===== config.mk =====
export PLATFORM = sky130hd
export DESIGN_NAME = lcd_seq
export DESIGN_NICKNAME = d
export VERILOG_FILES = /design/src/rtl/lcd_seq.sv
export SDC_FILE = /design/constraint.sdc
export NUM_CORES = 1
export LEC_CHECK = 0
export BUFFER_PORTS_ARGS = -buffer_cell sky130_fd_sc_hd__buf_4
export CELL_PAD_IN_SITES_DETAIL_PLACEMENT = 1
export CELL_PAD_IN_SITES_GLOBAL_PLACEMENT = 1
export CORE_UTILIZATION = 42
export DETAILED_ROUTE_END_ITERATION = 8
export PLACE_DENSITY = 0.89
export SKIP_CTS_REPAIR_TIMING = 1
export SYNTH_ARGS = -nofsm -noshare
export SYNTH_HDL_FRONTEND = slang
export SYNTH_SLANG_ARGS = --single-unit

===== constraint.sdc =====
create_clock -name clk -period 3.4 [get_ports clk]
set_input_delay 0.51 -clock clk [delete_from_list [all_inputs] [get_ports clk]]
set_output_delay 0.51 -clock clk [all_outputs]
set_load 0.01 [all_outputs]

===== src/rtl/lcd_seq.sv =====
// Walks the LCD register bank entries and plays each enabled entry onto an
// HD44780-style 8-bit bus with programmable setup, strobe and wait times.
module lcd_seq #(
  parameter int SETUP      = 4,
  parameter int E_PULSE    = 12,
  parameter int SHORT_WAIT = 2000,
  parameter int LONG_WAIT  = 82000
) (
  input  logic       clk,
  input  logic       rst,
  input  logic       start,
  output logic [2:0] sel_out,
  input  logic [7:0] addr_in,
  input  logic [7:0] ctrl_in,
  input  logic [7:0] data_in,
  output logic       lcd_rs,
  output logic       lcd_rw,
  output logic       lcd_e,
  output logic [7:0] lcd_db,
  output logic       busy,
  output logic       done,
  output logic [7:0] status
);

  typedef enum logic [2:0] {
    S_IDLE, S_FETCH, S_SETUP, S_PULSE, S_HOLD, S_NEXT, S_DONE
  } state_t;

  localparam logic [19:0] SETUP_M1 = 20'(SETUP - 1);
  localparam logic [19:0] PULSE_M1 = 20'(E_PULSE - 1);
  localparam logic [19:0] SHORT_M1 = 20'(SHORT_WAIT - 1);
  localparam logic [19:0] LONG_M1  = 20'(LONG_WAIT - 1);

  state_t      state;
  logic [19:0] cnt;
  logic        prefix_ph;
  logic        pass_done;
  logic        rs_q, long_q, last_q;
  logic [7:0]  data_q;
  logic        unused_bits;

  function automatic logic [7:0] prefix_cmd(input logic [6:0] a);
    return {1'b1, a};
  endfunction

  assign unused_bits = ^{ctrl_in[6:4], addr_in[7]};
  assign lcd_rw = 1'b0;
  assign status = {busy, pass_done, 3'b000, sel_out};

  // Entry capture on the second FETCH cycle, once the bank's registered read has settled
  always_ff @(posedge clk) begin
    if (state == S_FETCH && cnt == 20'd0) begin
      rs_q   <= ctrl_in[1];
      long_q <= ctrl_in[2];
      last_q <= ctrl_in[7];
      data_q <= data_in;
    end
  end

  always_ff @(posedge clk) begin
    if (rst) begin
      state     <= S_IDLE;
      cnt       <= '0;
      prefix_ph <= 1'b0;
      pass_done <= 1'b0;
      sel_out   <= 3'd0;
      lcd_rs    <= 1'b0;
      lcd_e     <= 1'b0;
      lcd_db    <= 8'h00;
      busy      <= 1'b0;
      done      <= 1'b0;
    end else begin
      done <= 1'b0;
      case (state)
        S_IDLE: begin
          if (start) begin
            state     <= S_FETCH;
            cnt       <= 20'd1;
            sel_out   <= 3'd0;
            busy      <= 1'b1;
            pass_done <= 1'b0;
          end
        end
        S_FETCH: begin
          if (cnt != 20'd0) begin
            cnt <= cnt - 20'd1;
          end else if (ctrl_in[0]) begin
            // Bus values come straight from the bank here so they are stable from SETUP entry
            state     <= S_SETUP;
            cnt       <= SETUP_M1;
            prefix_ph <= ctrl_in[3];
            lcd_rs    <= ctrl_in[3] ? 1'b0 : ctrl_in[1];
            lcd_db    <= ctrl_in[3] ? prefix_cmd(addr_in[6:0]) : data_in;
          end else begin
            state <= S_NEXT;
          end
        end
        S_SETUP: begin
          if (cnt != 20'd0) begin
            cnt <= cnt - 20'd1;
          end else begin
            state <= S_PULSE;
            cnt   <= PULSE_M1;
            lcd_e <= 1'b1;
          end
        end
        S_PULSE: begin
          if (cnt != 20'd0) begin
            cnt <= cnt - 20'd1;
          end else begin
            state <= S_HOLD;
            lcd_e <= 1'b0;
            cnt   <= (!prefix_ph && long_q) ? LONG_M1 : SHORT_M1;
          end
        end
        S_HOLD: begin
          if (cnt != 20'd0) begin
            cnt <= cnt - 20'd1;
          end else if (prefix_ph) begin
            state     <= S_SETUP;
            cnt       <= SETUP_M1;
            prefix_ph <= 1'b0;
            lcd_rs    <= rs_q;
            lcd_db    <= data_q;
          end else begin
            state <= S_NEXT;
          end
        end
        S_NEXT: begin
          if (last_q || sel_out == 3'd7) begin
            state     <= S_DONE;
            busy      <= 1'b0;
            done      <= 1'b1;
            pass_done <= 1'b1;
          end else begin
            state   <= S_FETCH;
            cnt     <= 20'd1;
            sel_out <= sel_out + 3'd1;
          end
        end
        S_DONE: begin
          state   <= S_IDLE;
          sel_out <= 3'd0;
        end
        default: state <= S_IDLE;
      endcase
    end
  end

endmodule


==> results by group, run 1 <==
Global routing
  – Total grt overflow: 0
  – Pin count of the biggest net entering global routing: 27
  – Antenna violations before repair: 0
  – First-pass GRT wire length: 12.5 mm
  – Number of global-route vias before repair: 2,612
  – GR Util All Layers: 0.213

Critical path
  – Critical path capture point type: register
  – Crit Path Class: reg2reg
  – Crit start category: register
  – Critical Path AT: 3.02 ns
  – Critical-path maximum fanout: 10
  – Worst reg2reg setup slack: about 0.57 ns
  – Worst-case reg-to-reg path depth: 8
  – CP required: 3.59 ns
  – RR Endpoint: lcd_db[2]$_SDFFE_PP0P_
  – Reg2reg start: cnt[0]$_SDFFE_PP0P_

Power and ir drop
  – Pwr Total: roughly 3.4 mW
  – P_leak: 1.30 nW
  – Max IR drop VDD: 0.000323 V
  – PwrDens: between 1000 and 1500 mW/mm^2

Timing
  – RSZ-0062 raised after global routing: no
  – Worst setup margin: 0.575 ns
  – Fin. max-slew vios: 0
  – Final hold violations: 0
  – Slew headroom: 0.452
  – WHS: 0.376 ns
  – Final TNS setup: 0 ns
  – Minimum clock period: 2.83 ns
  – Period utilization: 0.831
  – Fmax: 0.354 GHz
  – Tightest Pin Transition: 0.811 ns
  – Final Setup Violations: 0
  – Clock skew: 0.00972 ns

Min path
  – Worst hold path type: in2reg
  – Min-Delay Endpoint: last_q$_DFFE_PP_
  – Hold_sp: ctrl_in[7]
  – Hold Crit Depth: 1

Clock network
  – CTS Buf Count: 5
  – Clock Tree Buf Depth: 2
  – Later-pin clock latency in the skew report: 0.31 ns
  – Clock H-tree levels: 2
  – CTS tree: built
  – Clock sinks: 51
  – Root buffer cell: clkbuf_8
  – Reg clk slew, reported paths: approximately 0.1 ns

Logic synthesis
  – Cells after Synth: 335
  – Register area share after synthesis: 0.387
  – Cell taking the most area after synthesis: dfxtp_1
  – Yosys warns: 0
  – Post-synth top area share: 0.274
  – Syn avg cell area: 8.72 sq um
  – Cell area after synthesis: 0.00292 sq mm
  – Synth cell types: 62
  – Post-synth EDFFs: 11
  – Async S/R FF share, synth: 0
  – Post-synthesis register bit count: 51
  – Top post-synthesis cells by area: dfxtp_1, edfxtp_1, mux2i_1
  – Ys flop type: dfxtp_1

Layout
  – Design Area, Final: 0.00331 sq mm
  – Commonest non-fill, non-tap cells in the layout: buf_4, dfxtp_1, nor2_1
  – Diode count: 0
  – Area Overhead vs Synth: 13.3%
  – Share of post-route cells with drive strength above 1: 0.208
  – Most common library cell in the layout ignoring fill and taps: buf_4
  – Fin nets: 395

Detailed routing
  – Vias per inst: 5.91
  – Post-route ant nets: 0
  – DRC Markers: 0
  – Total number of vias: 2,638
  – Initial drt markers: about 140
  – DRT Pass-1 Iters: 6
  – WL/cell: 17.1 um
  – Final WL: between 7 and 8 mm

Floorplanning
  – Core area: 0.00676 sq mm
  – Chip height: 85.4 um
  – Row cnt: 30
  – I/O Pins: between 50 and 60
  – Initial Util: 0.432
  – Die area: 0.00729 sq mm
  – DIE WIDTH: between 80 and 90 um

Placement
  – RePlAce Congestion: ~0.84
  – Post-DP Area: 0.00320 sq mm
  – # port buffers: between 40 and 50
  – Place WS: about 0.6 ns
  – Post-DP HPWL: 5.45 mm

Outcome
  – Status: complete, no violations

Job
  – Total of max-cap violations: 0
-- flip-flops by register name, summed over array words and instances (netlist names), 3 cells and up --
signal	flops
cnt	20
data_q	8
lcd_db	8
sel_out	3
state	3
-- routing by layer --
metal  share of wire  GRT usage  up-vias  routed length [um]
met5               0          0        -                   0
met4          0.0083     0.0515        0                  63
met3           0.046     0.0447        7                 352
met2            0.48      0.375       66                3660
met1            0.46      0.266     1273                3540
li1                -          -     1292                   -
-- worst max path at each step --
stage | start | end | slack, ns | cells past startpoint
floorplan | cnt[0]$_SDFFE_PP0P_ | data_q[0]$_DFFE_PP_ | 0.47 | 8
global placement | cnt[0]$_SDFFE_PP0P_ | data_q[3]$_DFFE_PP_ | 0.80 | 7
detailed placement | cnt[0]$_SDFFE_PP0P_ | lcd_db[2]$_SDFFE_PP0P_ | 0.59 | 8
CTS | cnt[0]$_SDFFE_PP0P_ | lcd_db[2]$_SDFFE_PP0P_ | 0.57 | 8
global route | cnt[0]$_SDFFE_PP0P_ | lcd_db[2]$_SDFFE_PP0P_ | 0.36 | 8
finish | cnt[0]$_SDFFE_PP0P_ | lcd_db[2]$_SDFFE_PP0P_ | 0.57 | 8
-- worst max-delay path: stages, from the launching register on --
cell     delay (ns)
dfxtp_1        0.37
inv_1          0.08
ha_1           0.24
nor4b_1        0.69
nand3_2        0.42
nor4_2         0.35
buf_4          0.26
mux2i_1        0.22
nor2_1         0.06
-- metrics by stage --
stage | utilization | std cells
2_1_floorplan | - | 338
3_3_place_gp | 0.474 | 438
3_5_place_dp | 0.474 | 438
4_1_cts | 0.490 | 446
5_1_grt | 0.490 | 446
6_report | 0.490 | 446
-- final cells by class --
cell class                 instances  area [sq um]
clock buffer                       5          68.8
sequential                        51          1130
timing repair buffer              50           375
fill                             810          3450
inverter                          11          41.3
tap                               80           100
multi-input combinational        246          1550
clock inverter                     3          38.8
-- cell usage after synthesis, types with 3 or more instances --
master and number:
dfxtp_1 40, o31ai_1 5, nor4_1 6, buf_4 9, clkbuf_8 5, nand2_1 25
nand2b_1 4, nand3_1 9, or4_1 5, clkbuf_1 11, nor2_1 30, a21boi_0 3
a21oi_1 22, edfxtp_1 11, o21ai_0 24, a41oi_1 3, nor3_1 12, inv_1 11
ha_1 3, nor3b_1 5, a21o_1 7, nand4_1 3, a31oi_1 13, mux2i_1 16
nor2b_1 3
-- power breakdown --
part           internal (mW)  leakage, nW  total (mW)  switching [mW]
combinational          0.709        0.821        1.92            1.21
sequential             0.780        0.424        1.01           0.231
clock                  0.216       0.0556       0.427           0.211
-- logic make-up after synthesis --
kind of cell,share of synthesized area
and+or+nand+nor,0.237
AOI/OAI and AO/OA,0.215
DFF,0.387
buffers and inverters,0.0887
muxes,0.0548
adders and majority gates,0.0128
other,0.00128
xor gates and xnor gates,0.00300
No activity file was read; power rests on OpenSTA's default activity.
==> run 2, diff against run 1 <==
CORE_UTILIZATION = 38   (was 42)
PLACE_DENSITY = 0.85   (was 0.89)
clock period = 2.4 ns   (was 3.4 ns; I/O delays follow)
==> run 2 against run 1 <==
  * Sequential cell count is the same
  * Global-route usage grew 0.35 points
  * Highest routed layer unchanged
  * Critical path type unchanged
  * Register-to-register slack lost 0.51 ns
  * Clock power grew 45%
  * Largest cell class unchanged
  * Count of clock-buffer cells in the layout is the same
  * Power grew 54%
==> results by group, run 2 (synthesis gave the netlist of run 1 again) <==
Power and ir drop
  – Share of power burned in registers: 0.272
  – Pwr Total: roughly 5.2 mW
  – Switching Share: 0.478
  – P_leak: approximately 1.4 nW
  – Sw power: 2.48 mW
  – Combinational Power Share: 0.608
  – PwrDens: 1480 mW/mm^2
  – Clock Power Share: 0.120
  – Max IR drop VDD: 0.000500 V
  – Internal power: 2.71 mW

Critical path
  – Crit start category: register
  – Worst-path cell chain: inv_2 -> ha_4 -> or4b_4 -> nor3_4 -> nand3_4 -> or4_1 -> a21oi_1
  – Crit path buf inv count: 1
  – Critical Path AT: 2.57 ns
  – CP top delay family: simple AND/OR/NAND/NOR gates
  – Slowest cell on the critical path: or4b_4
  – Critical-path maximum fanout: 7
  – Worst reg2reg setup slack: 0.06 ns
  – Max incr delay on CP: 0.54 ns
  – Crit Path Class: reg2reg
  – CP required: 2.63 ns
  – Critical path capture point type: register

Layout
  – Largest reg by FF count: cnt
  – Area Overhead vs Synth: 19.9%
  – Area of the multi-input gates: 0.00160 sq mm
  – Commonest non-fill, non-tap cells in the layout: buf_4, dfxtp_1, nor2_1
  – Diode count: 0
  – Register area: approximately 0.0011 sq mm
  – Most common library cell in the layout ignoring fill and taps: buf_4
  – Share of post-route cells with drive strength above 1: 0.262
  – Fin nets: 410
  – Fillers: 856
  – Top flop regs: cnt: 20 flops, data_q: 8 flops, lcd_db: 8 flops
  – Max FFs per register: 20
  – Design Area, Final: approximately 0.0035 sq mm

Clock network
  – Clock Tree Buf Depth: 2
  – Clock H-tree levels: 2
  – Reg clk slew, reported paths: about 0.10 ns
  – Root buffer cell: clkbuf_8
  – Later-pin clock latency in the skew report: 0.32 ns
  – CTS Buf Count: 5
  – CTS tree: built
  – Clock sinks: about 50

Timing
  – Final TNS setup: 0 ns
  – Period utilization: 0.974
  – Final hold violations: 0
  – Fin. max-slew vios: 0
  – Worst setup margin: 0.0618 ns
  – Clock skew: 0.00988 ns
  – Fmax: 0.428 GHz
  – Minimum clock period: 2.34 ns
  – Slew headroom: 0.521
  – Tightest Pin Transition: 0.717 ns
  – RSZ-0062 raised after global routing: no
  – Final Setup Violations: 0
  – WHS: around 0.22 ns

Floorplanning
  – Core area: around 0.0073 sq mm
  – Die area: 0.00804 sq mm
  – DIE WIDTH: about 90 um
  – Chip height: 89.7 um
  – Row cnt: 31
  – I/O Pins: 51
  – Initial Util: 0.399

Global routing
  – Pin count of the biggest net entering global routing: 27
  – Total grt overflow: 0
  – GR Util All Layers: 0.216
  – First-pass GRT wire length: approximately 13 mm
  – Antenna violations before repair: 0
  – Number of global-route vias before repair: 2,735

Placement
  – # port buffers: 42
  – Post-DP HPWL: 6.03 mm
  – RePlAce Congestion: 0.882
  – Post-DP Area: ~0.0034 sq mm
  – Place WS: about 0.060 ns

Outcome
  – Status: complete, no violations

Min path
  – Worst hold path type: in2reg

Detailed routing
  – DRC Markers: 0
  – Total number of vias: about 2,800
  – Vias per inst: 5.75
  – Final WL: 8.19 mm
  – WL/cell: ~17 um
  – Initial drt markers: 97
  – Post-route ant nets: 0
  – DRT Pass-1 Iters: 5

Job
  – Total of max-cap violations: 0
-- run 2: changes by cell type in the layout (fill, tap and decap cells not counted), moves of 2 or more --
cell and delta:
inv_2 +2, inv_1 -2, dfxtp_2 +2, buf_4 +14, dfxtp_1 -2
-- run 2: path summary, 6_finish.rpt --
check | startpoint | end | cells past startpoint
min | ctrl_in[7] | last_q$_DFFE_PP_ | 1
min reg2reg | cnt[14]$_SDFFE_PP0P_ | cnt[14]$_SDFFE_PP0P_ | 2
max reg2reg | cnt[1]$_SDFFE_PP0P_ | prefix_ph$_SDFFE_PP0P_ | 7
max | cnt[1]$_SDFFE_PP0P_ | prefix_ph$_SDFFE_PP0P_ | 7
-- run 2: cell type report --
type                            count  share of cell area
Tap cell                           99              0.0354
Timing Repair Buffer               65               0.143
Clock buffer                        5              0.0196
Inverter                           11              0.0118
Sequential cell                    51               0.324
Multi-Input combinational cell    246               0.456
Clock inverter                      3              0.0111
-- run 2: power groups by stage --
stage / Sequential [mW] / Clock (mW) / Combinational, mW
after floorplan: 1.30 / 0 / 2.24
after global placement: 1.40 / 0 / 2.93
after detailed placement: 1.42 / 0 / 3.06
after CTS: 1.41 / 0.624 / 3.08
after global routing: 1.45 / 0.666 / 3.45
final: 1.41 / 0.620 / 3.15
-- run 2: through the flow --
stage	cells	utilization
after detailed placement	471	0.460
after global routing	480	0.478
after floorplan	338	-
after global placement	471	0.460
after CTS	479	0.475
final	480	0.478
-- run 2: per-layer routing --
metal	up-vias	GRT usage	routed length, um
met2	84	0.382	4030
li1	1324	-	-
met3	19	0.0457	441
met1	1333	0.263	3570
met5	-	0	0
met4	0	0.0693	150
-- run 2: worst reg2reg max path: stages (launching register included) --
cell and delay (ns):
dfxtp_2 0.34, inv_2 0.08, ha_4 0.15, or4b_4 0.54
nor3_4 0.27, nand3_4 0.14, or4_1 0.54, a21oi_1 0.21
==> run 3, diff against run 2 <==
ABC_AREA = 1   (was unset)
CORE_UTILIZATION = 36   (was 38)
PLACE_DENSITY = 0.84   (was 0.85)
==> run 3 against run 2 <==
  * Power shrank 21%
  * Utilization down 4.8 points
  * Count of clock-buffer cells in the layout unchanged
  * Non-clock buffer count down 21
  * Synthesized cell count rose by 19%
  * Final cell count is 12% higher
  * Worst setup slack better by 0.32 ns
  * Combinational power down 29%
  * Hold slack worse by 0.0045 ns
  * Maximum frequency up 16%
  * Critical path depth increased by 3
  * Sequential share of layout area rose by 1.6 points
  * Largest cell class unchanged
  * Largest power group unchanged
==> results by group, run 3 <==
Outcome
  – Status: complete, no violations

Detailed routing
  – Met2 WL: approximately 3.4 mm
  – DRT met1 WL: approximately 3.4 mm
  – DRT Pass-1 Iters: 4
  – DRC Markers: 0
  – Final WL: 7.18 mm
  – Post-route ant nets: 0
  – Met3 wire length: 232 um
  – Vias per inst: 4.80
  – Top Metal Used: met4
  – Initial drt markers: 59
  – WL/cell: 13.3 um
  – Total number of vias: 2,581

Logic synthesis
  – Post-synthesis register bit count: between 50 and 60
  – Complex-gate fraction of the synthesized area: 0.103
  – Top post-synthesis cells by area: dfxtp_1, nand2_1, edfxtp_1
  – Ys flop type: dfxtp_1
  – Post-synth top area share: 0.276
  – Post-synth EDFFs: 11
  – Syn avg cell area: 7.26 sq um
  – Main combinational cell family by area after synthesis: simple AND/OR/NAND/NOR gates
  – Yosys warns: 0
  – Most common cell in the netlist: nand2_1
  – Post-synthesis simple-gate area fraction: 0.371
  – Cell area after synthesis: between 0.002 and 0.003 sq mm
  – Synth cell types: 40
  – Cell taking the most area after synthesis: dfxtp_1
  – Post-synth top cells: nand2_1, nor2_1, dfxtp_1, inv_1, nand3_1
  – Post-Synth Adder-Cell Area: 0.0130
  – Register area share after synthesis: 0.390
  – Async S/R FF share, synth: 0
  – Cells after Synth: 399
  – Multiplexer share of the synthesized area: 0
  – XOR/XNOR Fraction of Synth Area: 0.0212

Critical path
  – Worst-path cell chain: ha_1 -> ha_1 -> nor2_1 -> nor2_4 -> nor2_4 -> nand2_4 -> inv_4 -> nand2_1 -> nand2_2 -> a21oi_1
  – Crit path buf inv count: 1
  – RR Endpoint: cnt[4]$_SDFFE_PP0P_
  – Reg2reg start: sel_out[0]$_SDFFE_PP0P_
  – CP top delay family: simple AND/OR/NAND/NOR gates
  – Worst path depth: 10
  – Worst reg2reg setup slack: 0.38 ns
  – Crit. Startpoint: sel_out[0]$_SDFFE_PP0P_
  – Critical path capture point type: register
  – Critical-path maximum fanout: 16
  – Crit Path Class: reg2reg
  – Critical Path Sink: cnt[4]$_SDFFE_PP0P_
  – CP required: 2.61 ns
  – Slowest cell on the critical path: dfxtp_1
  – Max incr delay on CP: 0.37 ns
  – Crit start category: register
  – Critical Path AT: 2.22 ns
  – Worst-case reg-to-reg path depth: 10

Timing
  – Clock skew: 0.00732 ns
  – Period utilization: 0.840
  – Final TNS setup: 0 ns
  – Final hold violations: 0
  – WHS: around 0.21 ns
  – Fin. max-slew vios: 0
  – Fmax: 0.496 GHz
  – RSZ-0062 raised after global routing: no
  – Minimum clock period: 2.02 ns
  – Final Setup Violations: 0

Layout
  – Fillers: roughly 1,000
  – Largest reg by FF count: cnt
  – Share of post-route cells with drive strength above 1: 0.204
  – Most common library cell in the layout ignoring fill and taps: nand2_1
  – Area Overhead vs Synth: 15.2%
  – Final core occ: 0.429
  – Top flop regs: cnt: 20 flops, data_q: 8 flops, lcd_db: 8 flops
  – Fin nets: 465
  – Max FFs per register: 20
  – Commonest non-fill, non-tap cells in the layout: nand2_1, nor2_1, buf_4
  – Design Area, Final: 0.00334 sq mm
  – Diode count: 0

Placement
  – RePlAce Congestion: between 0.8 and 0.9
  – Post-DP Area: 0.00324 sq mm
  – # port buffers: 42
  – Post-DP HPWL: 5.61 mm

Power and ir drop
  – P_leak: 1.61 nW
  – Combinational Power Share: 0.547
  – Pwr Total: 4.08 mW
  – Switching Share: 0.480
  – Clock Power Share: 0.132
  – PwrDens: 1220 mW/mm^2
  – Internal power: 2.12 mW
  – Share of power burned in registers: 0.321
  – Sw power: 1.96 mW
  – Max IR drop VDD: 0.000422 V

Clock network
  – Clock sinks: 51
  – Root buffer cell: clkbuf_8
  – CTS tree: built
  – CTS Buf Count: 5
  – Clock H-tree levels: 2
  – Later-pin clock latency in the skew report: 0.32 ns
  – Clock Tree Buf Depth: 2
  – Reg clk slew, reported paths: 0.10 ns

Floorplanning
  – Initial Util: 0.373
  – DIE WIDTH: 91.7 um
  – Core area: around 0.0078 sq mm
  – Die area: 0.00841 sq mm
  – I/O Pins: 51
  – Row cnt: 32
  – Chip height: 91.7 um

Global routing
  – Number of global-route vias before repair: 2,676
  – Total grt overflow: 0
  – Antenna violations before repair: 0
  – First-pass GRT wire length: 12.5 mm
  – GR Util All Layers: 0.186
  – Pin count of the biggest net entering global routing: 22

Job
  – Total of max-cap violations: 0

Min path
  – Worst hold path type: in2reg
==> run 3: cell families after synthesis <==
kind of cell,after synthesis
buffers and inverters,61
adders and majority gates,3
AOI/OAI and AO/OA,48
and+or+nand+nor,228
other,1
DFF,51
xor gates and xnor gates,7
==> run 3: power groups by stage <==
stage / Combinational [mW] / Clock (mW) / Sequential [mW]
3_5_place_dp: 2.26 / 0 / 1.32
3_3_place_gp: 2.16 / 0 / 1.31
6_report: 2.23 / 0.539 / 1.31
2_1_floorplan: 1.68 / 0 / 1.31
4_1_cts: 2.27 / 0.552 / 1.31
5_1_grt: 2.53 / 0.598 / 1.34
==> run 3: area by class of cell <==
class	count	area, sq um	area share
multi-input cells	290	1490	0.446
repair buffers	44	330	0.0990
well taps	102	128	0.0383
inverters	43	164	0.0491
flip-flops and latches	51	1130	0.339
clock inverters	3	26.3	0.00788
clock buffers	5	68.8	0.0206
==> run 3: routing by layer <==
layer,track usage,vias up
met3,0.0315,7
met5,0,-
met2,0.315,39
met4,0.0664,0
li1,-,1339
met1,0.237,1196
==> run 3: worst reg2reg max path: cells and delay by family (launching register included) <==
kind | cells | cell delay, ns
AOI/OAI and AO/OA | 1 | 0.07
adders and majority gates | 2 | 0.38
buffers and inverters | 1 | 0.18
DFF | 1 | 0.37
and+or+nand+nor | 6 | 0.91
==> run 3: worst min path at each step <==
stage	from	end	slack, ns	cells after the start
floorplan	pass_done$_SDFFE_PP0P_	pass_done$_SDFFE_PP0P_	0.44	2
global placement	pass_done$_SDFFE_PP0P_	pass_done$_SDFFE_PP0P_	0.45	2
detailed placement	pass_done$_SDFFE_PP0P_	pass_done$_SDFFE_PP0P_	0.47	2
CTS	ctrl_in[7]	last_q$_DFFE_PP_	0.20	1
global route	ctrl_in[7]	last_q$_DFFE_PP_	0.19	1
finish	ctrl_in[7]	last_q$_DFFE_PP_	0.21	1
==> run 3: through the flow <==
stage / worst slack [ns] / std cells
final: 0.383 / 538
after global routing: 0.229 / 538
after CTS: 0.357 / 538
after detailed placement: 0.385 / 530
after global placement: 0.456 / 530
after floorplan: 0.483 / 402
